===== src/rtl/mar_agu.sv =====
// Memory address register with an address-generation unit: bus load, +1/+stride
// increment, and a KSIZE x KSIZE kernel-window scan for the convolution datapath.
module mar_agu #(
    parameter int DATA_W = 32,
    parameter int ADDR_W = 12,
    parameter int IMG_W  = 64,
    parameter int KSIZE  = 3
) (
    input  logic              clk,
    input  logic              rst_n,
    input  logic              w_en,
    input  logic [DATA_W-1:0] data_in,
    input  logic              inc_en,
    input  logic              inc_mode,
    input  logic              scan_start,
    input  logic              scan_adv,
    output logic [DATA_W-1:0] data_out,
    output logic [ADDR_W-1:0] data_addr,
    output logic              scan_busy,
    output logic              scan_done,
    output logic              wrap
);
    localparam int CW = (KSIZE > 1) ? $clog2(KSIZE) : 1;
    localparam logic [CW-1:0]     KLAST  = CW'(KSIZE - 1);
    localparam logic [ADDR_W-1:0] STRIDE = ADDR_W'(IMG_W);

    typedef enum logic [1:0] {IDLE, SCAN, DONE} state_t;

    state_t            state, state_nxt;
    logic [ADDR_W-1:0] base, base_nxt;
    logic [ADDR_W-1:0] row_off, row_off_nxt;
    logic [ADDR_W-1:0] addr_nxt;
    logic [CW-1:0]     row, row_nxt, col, col_nxt;
    logic [DATA_W-1:0] out_nxt;
    logic              busy_nxt, done_nxt, wrap_nxt;

    logic [ADDR_W:0]   inc_sum;
    logic [ADDR_W-1:0] col_addr, row_off_step, row_addr;

    // Running row offset replaces row*IMG_W; each row step adds one stride.
    always_comb begin
        inc_sum      = {1'b0, base} + {1'b0, (inc_mode ? STRIDE : ADDR_W'(1))};
        col_addr     = data_addr + ADDR_W'(1);
        row_off_step = row_off + STRIDE;
        row_addr     = base + row_off_step;

        state_nxt   = state;
        base_nxt    = base;
        row_off_nxt = row_off;
        addr_nxt    = data_addr;
        row_nxt     = row;
        col_nxt     = col;
        out_nxt     = data_out;
        busy_nxt    = scan_busy;
        done_nxt    = 1'b0;
        wrap_nxt    = 1'b0;

        case (state)
            IDLE: begin
                if (scan_start) begin
                    row_nxt     = '0;
                    col_nxt     = '0;
                    row_off_nxt = '0;
                    addr_nxt    = base;
                    busy_nxt    = 1'b1;
                    state_nxt   = SCAN;
                end else if (w_en) begin
                    out_nxt  = data_in;
                    base_nxt = data_in[ADDR_W-1:0];
                    addr_nxt = data_in[ADDR_W-1:0];
                end else if (inc_en) begin
                    base_nxt = inc_sum[ADDR_W-1:0];
                    addr_nxt = inc_sum[ADDR_W-1:0];
                    wrap_nxt = inc_sum[ADDR_W];
                end
            end
            SCAN: begin
                if (scan_adv) begin
                    if (col != KLAST) begin
                        col_nxt  = col + CW'(1);
                        addr_nxt = col_addr;
                        wrap_nxt = (col_addr < data_addr);
                    end else if (row != KLAST) begin
                        col_nxt     = '0;
                        row_nxt     = row + CW'(1);
                        row_off_nxt = row_off_step;
                        addr_nxt    = row_addr;
                        wrap_nxt    = (row_addr < data_addr);
                    end else begin
                        // Returning to base at the end is not a window step, so no wrap.
                        addr_nxt  = base;
                        busy_nxt  = 1'b0;
                        done_nxt  = 1'b1;
                        state_nxt = DONE;
                    end
                end
            end
            DONE:    state_nxt = IDLE;
            default: state_nxt = IDLE;
        endcase
    end

    always_ff @(posedge clk) begin
        if (!rst_n) begin
            state     <= IDLE;
            base      <= '0;
            row_off   <= '0;
            row       <= '0;
            col       <= '0;
            data_out  <= '0;
            data_addr <= '0;
            scan_busy <= 1'b0;
            scan_done <= 1'b0;
            wrap      <= 1'b0;
        end else begin
            state     <= state_nxt;
            base      <= base_nxt;
            row_off   <= row_off_nxt;
            row       <= row_nxt;
            col       <= col_nxt;
            data_out  <= out_nxt;
            data_addr <= addr_nxt;
            scan_busy <= busy_nxt;
            scan_done <= done_nxt;
            wrap      <= wrap_nxt;
        end
    end
endmodule


===== config.mk =====
export PLATFORM = sky130hd
export DESIGN_NAME = mar_agu
export DESIGN_NICKNAME = d
export VERILOG_FILES = /design/src/rtl/mar_agu.sv
export SDC_FILE = /design/constraint.sdc
export NUM_CORES = 1
export LEC_CHECK = 0
export ABC_AREA = 0
export CAP_MARGIN = 20
export CORE_AREA = 10 10 102 104
export CTS_BUF_LIST = sky130_fd_sc_hd__clkbuf_4 sky130_fd_sc_hd__clkbuf_8 sky130_fd_sc_hd__clkbuf_16
export CTS_CLUSTER_DIAMETER = 40
export DETAILED_ROUTE_END_ITERATION = 10
export DIE_AREA = 0 0 112 114
export GPL_TIMING_DRIVEN = 1
export PLACE_DENSITY = 0.81
export REMOVE_ABC_BUFFERS = 1
export SLEW_MARGIN = 20
export SYNTH_ARGS = -nofsm -noshare
export SYNTH_HDL_FRONTEND = slang
export SYNTH_SLANG_ARGS = --single-unit

===== constraint.sdc =====
create_clock -name clk -period 3.3 [get_ports clk]
set_input_delay 0.33 -clock clk [delete_from_list [all_inputs] [get_ports clk]]
set_output_delay 0.33 -clock clk [all_outputs]
set_load 0.02 [all_outputs]

-- Word-level counts from Yosys, hierarchy flattened
Cells that the tools add are included.
- register bits: 77
- bits of input ports: 39
- output and inout port bits: 47
- logic and storage cells: 83
- $add $sub $neg: 6
- magnitude comparators: 2
- equal/unequal tests: 10
- mux-type cells: 40
- bitwise operators: 4
- reduce and logical (&&, ||, !) cells: 11
- operators with widths (operator ; count):
    $mux W12 ; 10
    $pmux W12 S2 ; 2
    $lt A12 B12 Y1 ; 2
    $mux W2 ; 11
    $ne A2 B2 Y1 const B ; 7
    $add A12 B7 Y13 ; 1
    $add A12 B1 Y12 const B ; 1
    $add A12 B12 Y12 ; 1
    $add A12 B7 Y12 const B ; 1
    $pmux W2 S2 ; 3
    $mux W1 ; 11
    $reduce_and A5 Y1 ; 2
    $reduce_and A3 Y1 ; 3
    $reduce_and A4 Y1 ; 2
    $mux W7 ; 1
    $add A2 B1 Y2 const B ; 2
    $ne A4 B4 Y1 const B ; 1
    $not A1 Y1 ; 4
    $pmux W1 S2 ; 2
    $reduce_bool A2 Y1 ; 2
    $reduce_or A4 Y1 ; 1
    $ne A3 B3 Y1 const B ; 1
    $eq A2 B1 Y1 const B ; 1
    $logic_not A2 Y1 ; 1

-- Longest topological paths before layout
- depth in word-level cells: 7
- mapped depth: 13
- mapped depth without buffers: 13

-- Worst setup path after synthesis
OpenSTA, ideal clock, no wires.
- path kind: register to register
- start: reg row_off[6]
- end: reg wrap
- library setup time: 0.059 ns
- data arrival time: 2.622 ns
- required time: 3.241 ns
- slack: 0.618 ns
- stages on the path, launching flop included: 13
- clock period less this slack: 2.682 ns
- path through: dfxtp_1 -> ha_1 -> ha_1 -> a21oi_1 -> o21bai_1 -> a21oi_1 -> xnor2_1 -> ha_1 -> a21o_1 -> a2111oi_0 -> o211ai_1 -> o21ai_0 -> a41o_1
- longest elaborated chain between the ends: 7
- ends and longest elaborated chain (what ; RTL line ; source):
    from (decl) ; 31 ; logic [ADDR_W-1:0] row_off, row_off_nxt;
    from (signal assigned) ; 118 ; row_off <= row_off_nxt;
    $add A12 B7 Y12 ; 44 ; row_off_step = row_off + STRIDE;
    $add A12 B12 Y12 ; 45 ; row_addr = base + row_off_step;
    $lt A12 B12 Y1 ; 88 ; wrap_nxt = (row_addr < data_addr);
    $mux W1 ; 83 ; end else if (row != KLAST) begin
    $mux W1 ; 79 ; if (col != KLAST) begin
    $mux W1 ; 78 ; if (scan_adv) begin
    $pmux W1 S2 ; 58 ; case (state)
    to (signal assigned) ; 125 ; wrap <= wrap_nxt;
    to (decl) ; 21 ; output logic wrap
No other way between the ends.
A chain may end at the register's enable or synchronous reset.

-- Worst setup path in the final report
Ends and elaborated chain as after synthesis.

==> metrics.yaml <==
setup_path:
  arrival_ps: 3260
  worstPathMaxFanout: 3
  path_class: "reg -> reg"
  critPathLaunch: "row_off[6]$_SDFFE_PN0P_"
  rr_startpoint: "row_off[6]$_SDFFE_PN0P_"
  cp_data_required_time_ps: 3590
  critPathLaunchType: "flip-flop"
  end_kind: "flip-flop"
logic_synthesis:
  synthFlopType: "dfxtp_1"
  yosys.area_share.simple_pct: 23.0
  synth_seq_cells: 71
  synth-compound-area-share_pct: 24.1
  synth.avg_cell_area_um2: 7.62
  synthMuxAreaShare_pct: 1.66
  ys_warn_count: 0
  synth_edf_count: 0
  synthAdderAreaFrac_pct: 8.31
  async_flop_share_pct: 0
  yosysUniqueCellTypes: 60
  synth_xor_area_share_pct: 3.95
  syn-cell-area_mm2: 0.00421
  synth_top_family_by_area: "compound AO/OA/AOI/OAI gates"
  yosysSeqAreaShare_pct: 33.7
  syn_inst: 553
clock_tree:
  cts_resized: 0
  clock-root-buffer: "clkbuf_8"
  postCtsHoldBufs: 0
  clock_latency_ps: 350
  h-tree-depth: 3
  cts_tree: "yes"
  clock_path_buffers: 2
  postCtsSetupBuffers: 0
  cts_buffers: 9
  cts.sink_count: 71
  clkTransAtPathRegs_ps: 80
timing:
  period_minus_slack_ps: 2970
  setup_tns_ps: 0
  fmax_ghz: 0.337
  drv_slew: 0
  rsz0062_at_grt: "no"
  finalHoldViolCount: 0
  finalSetupViolCount: 0
  finClkSkew_ps: 8.60
  finalCritPeriodShare_pct: 89.9
  worstMarginPinSlew_ps: 788
  slew_headroom_pct: 47.4
global_routing:
  track_usage_pct: 17.8
  grt_pass1_vias: 3981
  antenna_found_initial: 0
  grt_max_degree: 46
  grt_pass1_wl_um: 19300
  grt-ovfl-total: 0
cells_and_area:
  fin_nets: 692
  antenna-diode-count: 0
  final_cell_area_mm2: 0.00532
  utilization_pct: 62.8
  syn_to_final_growth_pct: 26.2
  drive_gt1_share_pct: 6.36
route:
  highest_layer: "met4"
  first_iter_violations: 476
  met2_length_um: 5920
  wl_met3_um: 681
  drc_errors: 0
  vias: 4221
  route.detailed.wl_per_inst_um: 16.2
  wirelength_um: 11900
  drtAntennaViolNets: 0
  first_pass_iters: 5
  wl_met1_um: 5090
  viasPerCell: 5.73
place:
  dpl_cell_area_mm2: 0.00512
  place_congestion: 0.960
  io_buffers: 85
  dp_hpwl_um: 9200
floorplan:
  start_util_pct: 49.8
  dieArea_mm2: 0.0128
  core_area_mm2: 0.00847
  die_w_um: 112
  num_io_pins: 86
  die_h_um: 114
  core.rowCount: 34
worst_hold_path:
  hp-class: "reg -> reg"
  hp-start: "data_out[26]$_SDFFE_PN0P_"
job:
  drv_cap: 0
power:
  leakagePower_nw: 2.03
  p_per_area_mw_per_mm2: 391
  vdd.ir_drop.worst_v: 0.000296
outcome:
  status: "completed"
## registers in the layout, indices dropped and copies added (netlist names)
signal and flops:
data_out 32, base 12, data_addr 12, row_off 6, col 2, row 2, state 2, scan_busy 1
scan_done 1, wrap 1
## final timing paths
check	end	slack, ps	cells after the start
setup / recovery	wrap$_SDFF_PN0_	330	12
hold / removal	data_out[26]$_SDFFE_PN0P_	450	2
hold reg to reg	data_out[26]$_SDFFE_PN0P_	450	2
setup reg to reg	wrap$_SDFF_PN0_	330	12
## logic make-up after synthesis
| kind of cell | after synthesis |
|---|---|
| flip-flops | 71 |
| XOR/XNOR | 19 |
| buffers and inverters | 54 |
| AO/OA/AOI/OAI | 166 |
| AND/OR/NAND/NOR | 208 |
| adder cells (fa/ha/maj) | 28 |
| multiplexers | 7 |
## Yosys cell counts (all sizes together) (2+ instances only)
library cell | instances | area (µm²)
nand2b | 6 | 37.5
xnor2 | 11 | 96.3
a22oi | 6 | 45.0
buf | 9 | 46.3
a31oi | 5 | 31.3
nand3b | 2 | 15.0
nand2 | 100 | 375
a211o | 2 | 17.5
o211a | 3 | 30.0
xor2 | 8 | 70.1
dfxtp | 71 | 1420
a221oi | 2 | 23.8
mux2i | 7 | 70.1
and2 | 6 | 38.8
or3 | 3 | 20.0
o21a | 2 | 15.0
and3 | 4 | 31.3
a21oi | 71 | 359
or4 | 2 | 18.8
nor4 | 4 | 25.0
a211oi | 14 | 105
nand3 | 9 | 45.0
and4 | 2 | 20.0
inv | 22 | 82.6
a41o | 2 | 20.0
ha | 28 | 350
o31ai | 3 | 22.5
o21bai | 2 | 15.0
nor2b | 3 | 18.8
nor3 | 17 | 95.1
a2111oi | 3 | 26.3
a21o | 7 | 53.8
nor2 | 38 | 145
o211ai | 5 | 37.5
nand4 | 8 | 50.1
o21ai | 34 | 170
clkbuf | 22 | 82.6
or2 | 2 | 12.5
## per-layer routing
| metal | vias to the layer above | track usage [%] |
|---|---|---|
| met1 | 1953 | 21.6 |
| li1 | 2105 | - |
| met4 | 0 | 6.68 |
| met2 | 141 | 30.3 |
| met3 | 22 | 3.52 |
| met5 | - | 0 |
## cell usage in the layout (no fill, tap or decap), types with 3 or more instances in the layout
master           count
nand2_1            100
clkdlybuf4s50_1     85
dfxtp_1             71
a21oi_1             70
nor2_1              36
o21ai_0             34
ha_1                28
inv_1               21
nor3_1              15
a211oi_1            14
xnor2_1             11
clkbuf_8            10
nand3_1              9
xor2_1               8
nand4_1              8
buf_4                8
mux2i_1              7
a21o_1               6
nand2b_1             6
a22oi_1              6
o211ai_1             5
a31oi_1              5
and2_1               5
nor4_1               4
nor2b_1              3
o31ai_1              3
o211a_1              3
a2111oi_0            3
## metrics by stage
step                      total power, W  hold WS [ps]  worst slack (ps)  instances
after floorplan                  0.00119           447               618        521
after global placement           0.00139           441               477        722
after detailed placement         0.00140           445               359        722
after CTS                        0.00209           456               320        737
after global routing             0.00217           473              5.99        737
final                            0.00208           455               333        737
## power by group
group	total, W	internal, W	switching (W)	leakage, nW
logic	0.000435	0.000197	0.000238	1.35
registers	0.000947	0.000897	0.0000499	0.579
clock network	0.000696	0.000367	0.000330	0.103
## worst max-delay path, stage by stage (launching register included)
cell and delay, ps:
dfxtp_1 330, ha_1 340, ha_1 310, a21oi_1 220, o21bai_1 90, a21oi_1 180
xnor2_1 170, ha_1 280, a21o_1 160, a2111oi_0 410, o211ai_1 140, o21ai_0 180
a41o_1 110
## layout make-up
type / instances / area, µm²
Clock buffer: 10 / 138
Clock inverter: 5 / 57.6
Fill cell: 731 / 3150
Inverter: 22 / 82.6
Multi-Input combinational cell: 428 / 2570
Sequential cell: 71 / 1420
Tap cell: 108 / 135
Timing Repair Buffer: 93 / 911
No activity file was read; power rests on OpenSTA's default activity.
